`config.mk`:
```
export PLATFORM = sky130hd
export DESIGN_NAME = mfhwt_linebuf_ctrl
export DESIGN_NICKNAME = d
export VERILOG_FILES = /design/src/rtl/mfhwt_linebuf_ctrl.sv
export SDC_FILE = /design/constraint.sdc
export NUM_CORES = 1
export LEC_CHECK = 0
export ABC_CLOCK_PERIOD_IN_PS = 3800
export CORE_UTILIZATION = 61
export DETAILED_ROUTE_END_ITERATION = 16
export DONT_BUFFER_PORTS = 1
export GPL_ROUTABILITY_DRIVEN = 0
export GPL_TIMING_DRIVEN = 0
export HOLD_SLACK_MARGIN = 0.06
export PLACE_DENSITY = 0.85
export SLEW_MARGIN = 20
export SYNTH_ARGS = -nofsm -noshare
export SYNTH_HDL_FRONTEND = slang
export SYNTH_SLANG_ARGS = --single-unit
```
`constraint.sdc`:
```
create_clock -name iClk -period 3.8 [get_ports iClk]
set_clock_uncertainty 0.05 [all_clocks]
set_input_delay 0.95 -clock iClk [delete_from_list [all_inputs] [get_ports iClk]]
set_output_delay 0.95 -clock iClk [all_outputs]
set_load 0.02 [all_outputs]
```
`src/rtl/mfhwt_linebuf_ctrl.sv`:
```
`default_nettype none
// ============================================================================
// Module   : mfhwt_linebuf_ctrl
// Brief    : Four-line pixel FIFO sequencer for the MFHWT front end. Steers
//            raster lines into line FIFOs 0..3 in rotation. When four lines
//            are held, it drains them in lockstep as four-row columns. It also
//            stalls the source while draining and records protocol faults.
// Revision : 1.0 - initial release
// ============================================================================
module mfhwt_linebuf_ctrl #(
  parameter int LINE_W  = 640,
  parameter int FRAME_H = 480,
  parameter int CW      = 10,
  parameter int RW      = 9
) (
  input  logic          iClk,
  input  logic          iRst_n,
  input  logic          iValid,
  input  logic [15:0]   iData,
  output logic          oReady,
  output logic [3:0]    oWrreq,
  output logic [15:0]   oFifoData,
  output logic          oRdreq,
  input  logic [3:0]    iFull,
  input  logic          iEmpty,
  output logic          oColValid,
  output logic [CW-1:0] oColIdx,
  output logic [RW-3:0] oLineGrp,
  output logic          oFrameDone,
  output logic          oErr
);

  localparam logic [CW-1:0] c_LAST_COL = CW'(LINE_W - 1);
  localparam logic [RW-1:0] c_FRAME_H  = RW'(FRAME_H);

  typedef enum logic [2:0] {
    S_IDLE  = 3'd0,
    S_FILL  = 3'd1,
    S_WAIT1 = 3'd2,
    S_DRAIN = 3'd3,
    S_WAIT2 = 3'd4
  } state_t;

  state_t        r_state;
  state_t        w_next;

  logic [CW-1:0] r_col;
  logic [CW-1:0] r_rd;
  logic [RW-1:0] r_line;
  logic [RW-3:0] r_grp;
  logic          r_ready;
  logic [3:0]    r_wrreq;
  logic [15:0]   r_fifodata;
  logic          r_colvalid;
  logic [CW-1:0] r_colidx;
  logic [RW-3:0] r_linegrp;
  logic          r_err;

  logic          w_accept;
  logic          w_grp_last;
  logic          w_rd_last;
  logic          w_frame_end;
  logic          w_rdreq;
  logic          w_done;
  logic          w_fill_entry;
  logic          w_fault;
  logic          w_ready_next;

  assign w_accept     = iValid & r_ready;
  // The last pixel of the fourth line in a group closes the fill phase.
  assign w_grp_last   = w_accept & (r_col == c_LAST_COL) & (r_line[1:0] == 2'd3);
  assign w_rd_last    = (r_rd == c_LAST_COL);
  assign w_frame_end  = (r_line == c_FRAME_H);
  // FILL is entered only at a group boundary. At that point every FIFO must be empty.
  assign w_fill_entry = (w_next == S_FILL) & (r_state != S_FILL) & (r_line[1:0] == 2'd0);
  assign w_fault      = (|(r_wrreq & iFull)) | (w_rdreq & iEmpty) | (w_fill_entry & ~iEmpty);
  assign w_ready_next = (w_next == S_IDLE) | (w_next == S_FILL);

  // State register.
  always_ff @(posedge iClk or negedge iRst_n) begin
    if (!iRst_n) r_state <= S_IDLE;
    else         r_state <= w_next;
  end

  // Next-state logic plus the outputs decoded directly from the state.
  always_comb begin
    w_next  = r_state;
    w_rdreq = 1'b0;
    w_done  = 1'b0;
    case (r_state)
      S_IDLE: begin
        if (w_accept) w_next = w_grp_last ? S_WAIT1 : S_FILL;
      end
      S_FILL: begin
        if (w_grp_last) w_next = S_WAIT1;
      end
      // One idle cycle lets the final registered write land before reading.
      S_WAIT1: w_next = S_DRAIN;
      S_DRAIN: begin
        w_rdreq = 1'b1;
        if (w_rd_last) w_next = S_WAIT2;
      end
      S_WAIT2: begin
        if (w_frame_end) begin
          w_done = 1'b1;
          w_next = S_IDLE;
        end else begin
          w_next = S_FILL;
        end
      end
      default: w_next = S_IDLE;
    endcase
  end

  // Fill-side column and line counters. The group index is latched for the drain.
  always_ff @(posedge iClk or negedge iRst_n) begin
    if (!iRst_n) begin
      r_col  <= '0;
      r_line <= '0;
      r_grp  <= '0;
    end else if (w_accept) begin
      r_grp <= r_line[RW-1:2];
      if (r_col == c_LAST_COL) begin
        r_col  <= '0;
        r_line <= r_line + RW'(1);
      end else begin
        r_col  <= r_col + CW'(1);
      end
    end else if (w_done) begin
      r_line <= '0;
    end
  end

  // Registered write path: one-hot FIFO select plus a pixel copy, one cycle after accept.
  always_ff @(posedge iClk or negedge iRst_n) begin
    if (!iRst_n) begin
      r_wrreq    <= 4'b0000;
      r_fifodata <= 16'h0000;
    end else begin
      r_wrreq <= w_accept ? (4'b0001 << r_line[1:0]) : 4'b0000;
      if (w_accept) r_fifodata <= iData;
    end
  end

  // Drain read counter. Column-valid is aligned to the FIFO q, one cycle after rdreq.
  always_ff @(posedge iClk or negedge iRst_n) begin
    if (!iRst_n) begin
      r_rd       <= '0;
      r_colvalid <= 1'b0;
      r_colidx   <= '0;
      r_linegrp  <= '0;
    end else begin
      r_colvalid <= w_rdreq;
      if (w_rdreq) begin
        r_rd      <= w_rd_last ? '0 : r_rd + CW'(1);
        r_colidx  <= r_rd;
        r_linegrp <= r_grp;
      end
    end
  end

  // Ready is registered so that it reads low during reset and rises on the first clock after release.
  always_ff @(posedge iClk or negedge iRst_n) begin
    if (!iRst_n) begin
      r_ready <= 1'b0;
      r_err   <= 1'b0;
    end else begin
      r_ready <= w_ready_next;
      r_err   <= r_err | w_fault;
    end
  end

  assign oReady     = r_ready;
  assign oWrreq     = r_wrreq;
  assign oFifoData  = r_fifodata;
  assign oRdreq     = w_rdreq;
  assign oColValid  = r_colvalid;
  assign oColIdx    = r_colidx;
  assign oLineGrp   = r_linegrp;
  assign oFrameDone = w_done;
  assign oErr       = r_err;

endmodule
`default_nettype wire

```
==> summary.md <==
| Metric | Value |
|---|---|
| Unique masters post-synth | 42 |
| Hold Path Class | primary input to asynchronous set/reset pin |
| CTS buffer count | 9 |
| Vias in the first global route | 2256 |
| Leakage | 1.76 nW |
| Worst Path Required | 2800 ps |
| Filler cells | 380 |
| Switching Share | 20.4% |
| Syn nets | 338 |
| Ys flop type | dfrtp_1 |
| Detailed-route DRC error count | 0 |
| Slowest cell on the critical path | nor4b_1 |
| Worst-path clk slew | 80 ps |
| Initial antenna violation count | 0 |
| Max stage delay on crit path | 530 ps |
| CP bufs+invs | 1 |
| Pins Over Slew Limit | 0 |
| Setup TNS | 0 ps |
| Final net count | 349 |
| PwrDens | 393 mW/mm^2 |
| H-tree depth | 3 |
| Post-synth top area cell | dfrtp_1 |
| Crit path max fanout | 9 |
| EDFF count, synth | 0 |
| Final setup violation count | 0 |
| Die width | 76.4 um |
| Number of diodes | 0 |
| Per-cell routed wire length | 15.5 um |
| Largest net degree at the start of global routing | 80 |
| Slew HR | 46.9% |
| PortBufs | 0 |
| Core area | 0.00520 mm^2 |
| Worst r2r src | r_col[0] |
| CTS tree | done |
| Drt via density | 5.90 |
| GRT Util Overall | 23.6% |
| Hold Vio Cnt, Final | 0 |
| Postcts setup bufs | 0 |
| Clk buf depth | 2 |
| Arr. time, crit path | 1950 ps |
| MaxCap Viol Count | 0 |
| Syn Area/Cell | 11.0 um^2 |
| Hold Buf Count CTS | 0 |
| Worst slew pin tran | 790 ps |
| Post-synthesis sequential area ratio | 58.5% |
| First-pass GRT wire length | 10700 um |
| Chip height | 76.4 um |
| Post-DP HPWL | 4220 um |
| Reg2reg setup slack | 1570 ps |
| Fin crit period | 2950 ps |
| Status | completed |
| DRT antenna net count | 0 |
| Vias | 2318 |
| Asr flop ratio synth | 100% |
| Overflow after GRT | 0 |
| Starting density of the core | 64.9% |
| Num rows | 26 |
| Yosys warns | 0 |
| Synth top area cells | dfrtp_1, mux2_2, nand2_1 |
| Drt first pass iters | 4 |
| Crit path max-delay family | simple AND/OR/NAND/NOR gates |
| Post-cts resize count | 0 |
| DP Area | 0.00346 mm^2 |
| Skew-Pair Late Insertion Delay | 340 ps |
| Full die area | 0.00584 mm^2 |
| Origin of the worst setup path | r_line[2] |
| Post-Route WL | 6100 um |
| Worst Setup Start Kind | flop |
| Combinational share of power | 0% |
| Initial drt markers | 222 |
| Post-Syn Area | 0.00338 mm^2 |
| Fin crit share | 77.7% |
| Internal Power | 1.14 mW |
| Top Ports | 66 |
| Critical path class | flop to output port |
| Maximum clock rate | 339 MHz |
| Crit path cell chain | clkbuf_1, nor4b_1, nand2_1, nor2_1 |
| CTS Sinks | 79 |
| Fraction of layout cells with a size suffix above 1 | 13.3% |
| CP endpoint kind | output port |
| Post-synthesis cell count | 308 |
| Part of the power in registers | 58.6% |
| Clock power frac | 41.4% |
| Share of the synthesized area in the top cell type | 58.5% |
| Area Overhead vs Synth | 8.11% |
| NetSw | 292 uW |
| Final Cell Area | 0.00365 mm^2 |
| RSZ-0062 raised after global routing | no |
| Synth Register Bits | 79 |
| Root Buffer | clkbuf_8 |
| VDD IR max | 0.000327 V |
-- synthesized netlist by cell type, types with 7 or more instances --
cell	n
clkbuf_1	8
nand3_1	8
o21ai_0	7
a21oi_1	9
dfrtp_1	79
nand2_1	67
nor2_1	19
inv_1	8
xnor2_1	12
nand4_1	8
mux2_2	23
-- layout by cell type (no fill, tap or decap), types with 2 or more instances in the layout --
master      netlist  routed
xor2_1            3       3
clkinvlp_4        0       2
nand4_1           8       8
dfrtp_1          79      79
o21ai_0           7       7
o31ai_1           6       6
or4_1             2       2
o211ai_1          3       3
nand3_1           8       8
inv_1             8       8
or3_1             2       2
nor2_1           19      19
a21oi_1           9       9
xnor2_1          12      12
nand2_1          67      67
and4_1            4       4
nor3_1            6       6
ha_1              6       6
mux2_2           23      23
a21o_1            3       3
clkbuf_1          8       9
and3_1            4       4
clkbuf_8          0       9
-- final cells by class --
cell class	instances	area [um^2]	area share [%]
clock inverters	5	58.8	1.61
well taps	70	87.6	2.40
flip-flops and latches	79	1980	54.1
clock buffers	10	128	3.50
multi-input cells	210	1320	36.2
plain buffers	10	45.0	1.23
inverters	9	33.8	0.925
-- power by group through the flow --
stage	clock network, mW	logic (mW)	registers (mW)
after floorplan	0	0.000464	0.857
after global placement	0	0.000479	0.857
after detailed placement	0	0.000489	0.857
after CTS	0.605	0.000489	0.840
after global routing	0.635	0.000495	0.840
final	0.593	0.000489	0.840
-- logic make-up (layout without fill, tap and decap cells) --
family                   Yosys count  count (layout)  share of synthesized area (%)
AO/OA/AOI/OAI                     34              34                           6.59
multiplexers                      23              23                           7.67
flip-flops                        79              79                           58.5
buffers and inverters             19              34                           2.33
AND/OR/NAND/NOR                  132             132                           18.7
XOR/XNOR                          15              15                           3.89
adder cells (fa/ha/maj)            6               6                           2.22
-- layer usage --
layer  global-route usage, %  up-vias  wire length [um]
met5                       0        -                 0
met3                    5.87        8               404
met1                    31.5     1137              2670
met2                    36.3       85              2920
li1                        -     1088                 -
met4                    11.5        0               101
-- path summary, 6_finish.rpt --
kind,end,cells after the start
setup / recovery,oFrameDone,4
hold / removal,r_rd[8],0
setup reg to reg,r_line[6],6
hold reg to reg,oLineGrp[4],2
max in group asynchronous,r_col[9],0
min in group iClk,oLineGrp[4],2
-- sequential cells by signal, summed over array words and instances, names as in the netlist --
name       cells
oColIdx       10
r_state        3
oErr           1
r_line         9
r_rd          10
oReady         1
oLineGrp       7
r_grp          7
oColValid      1
oFifoData     16
r_col         10
oWrreq         4
-- through the flow --
stage	worst slack (ps)	cells	total power, mW	util [%]	hold WS, ps
4_1_cts	864	393	1.45	70.1	226
2_1_floorplan	1470	308	0.857	-	383
5_1_grt	658	393	1.48	70.1	224
3_5_place_dp	1250	378	0.857	66.6	404
3_3_place_gp	1270	378	0.857	66.6	397
6_report	849	393	1.43	70.1	240
(Power assumes the default switching activity.)
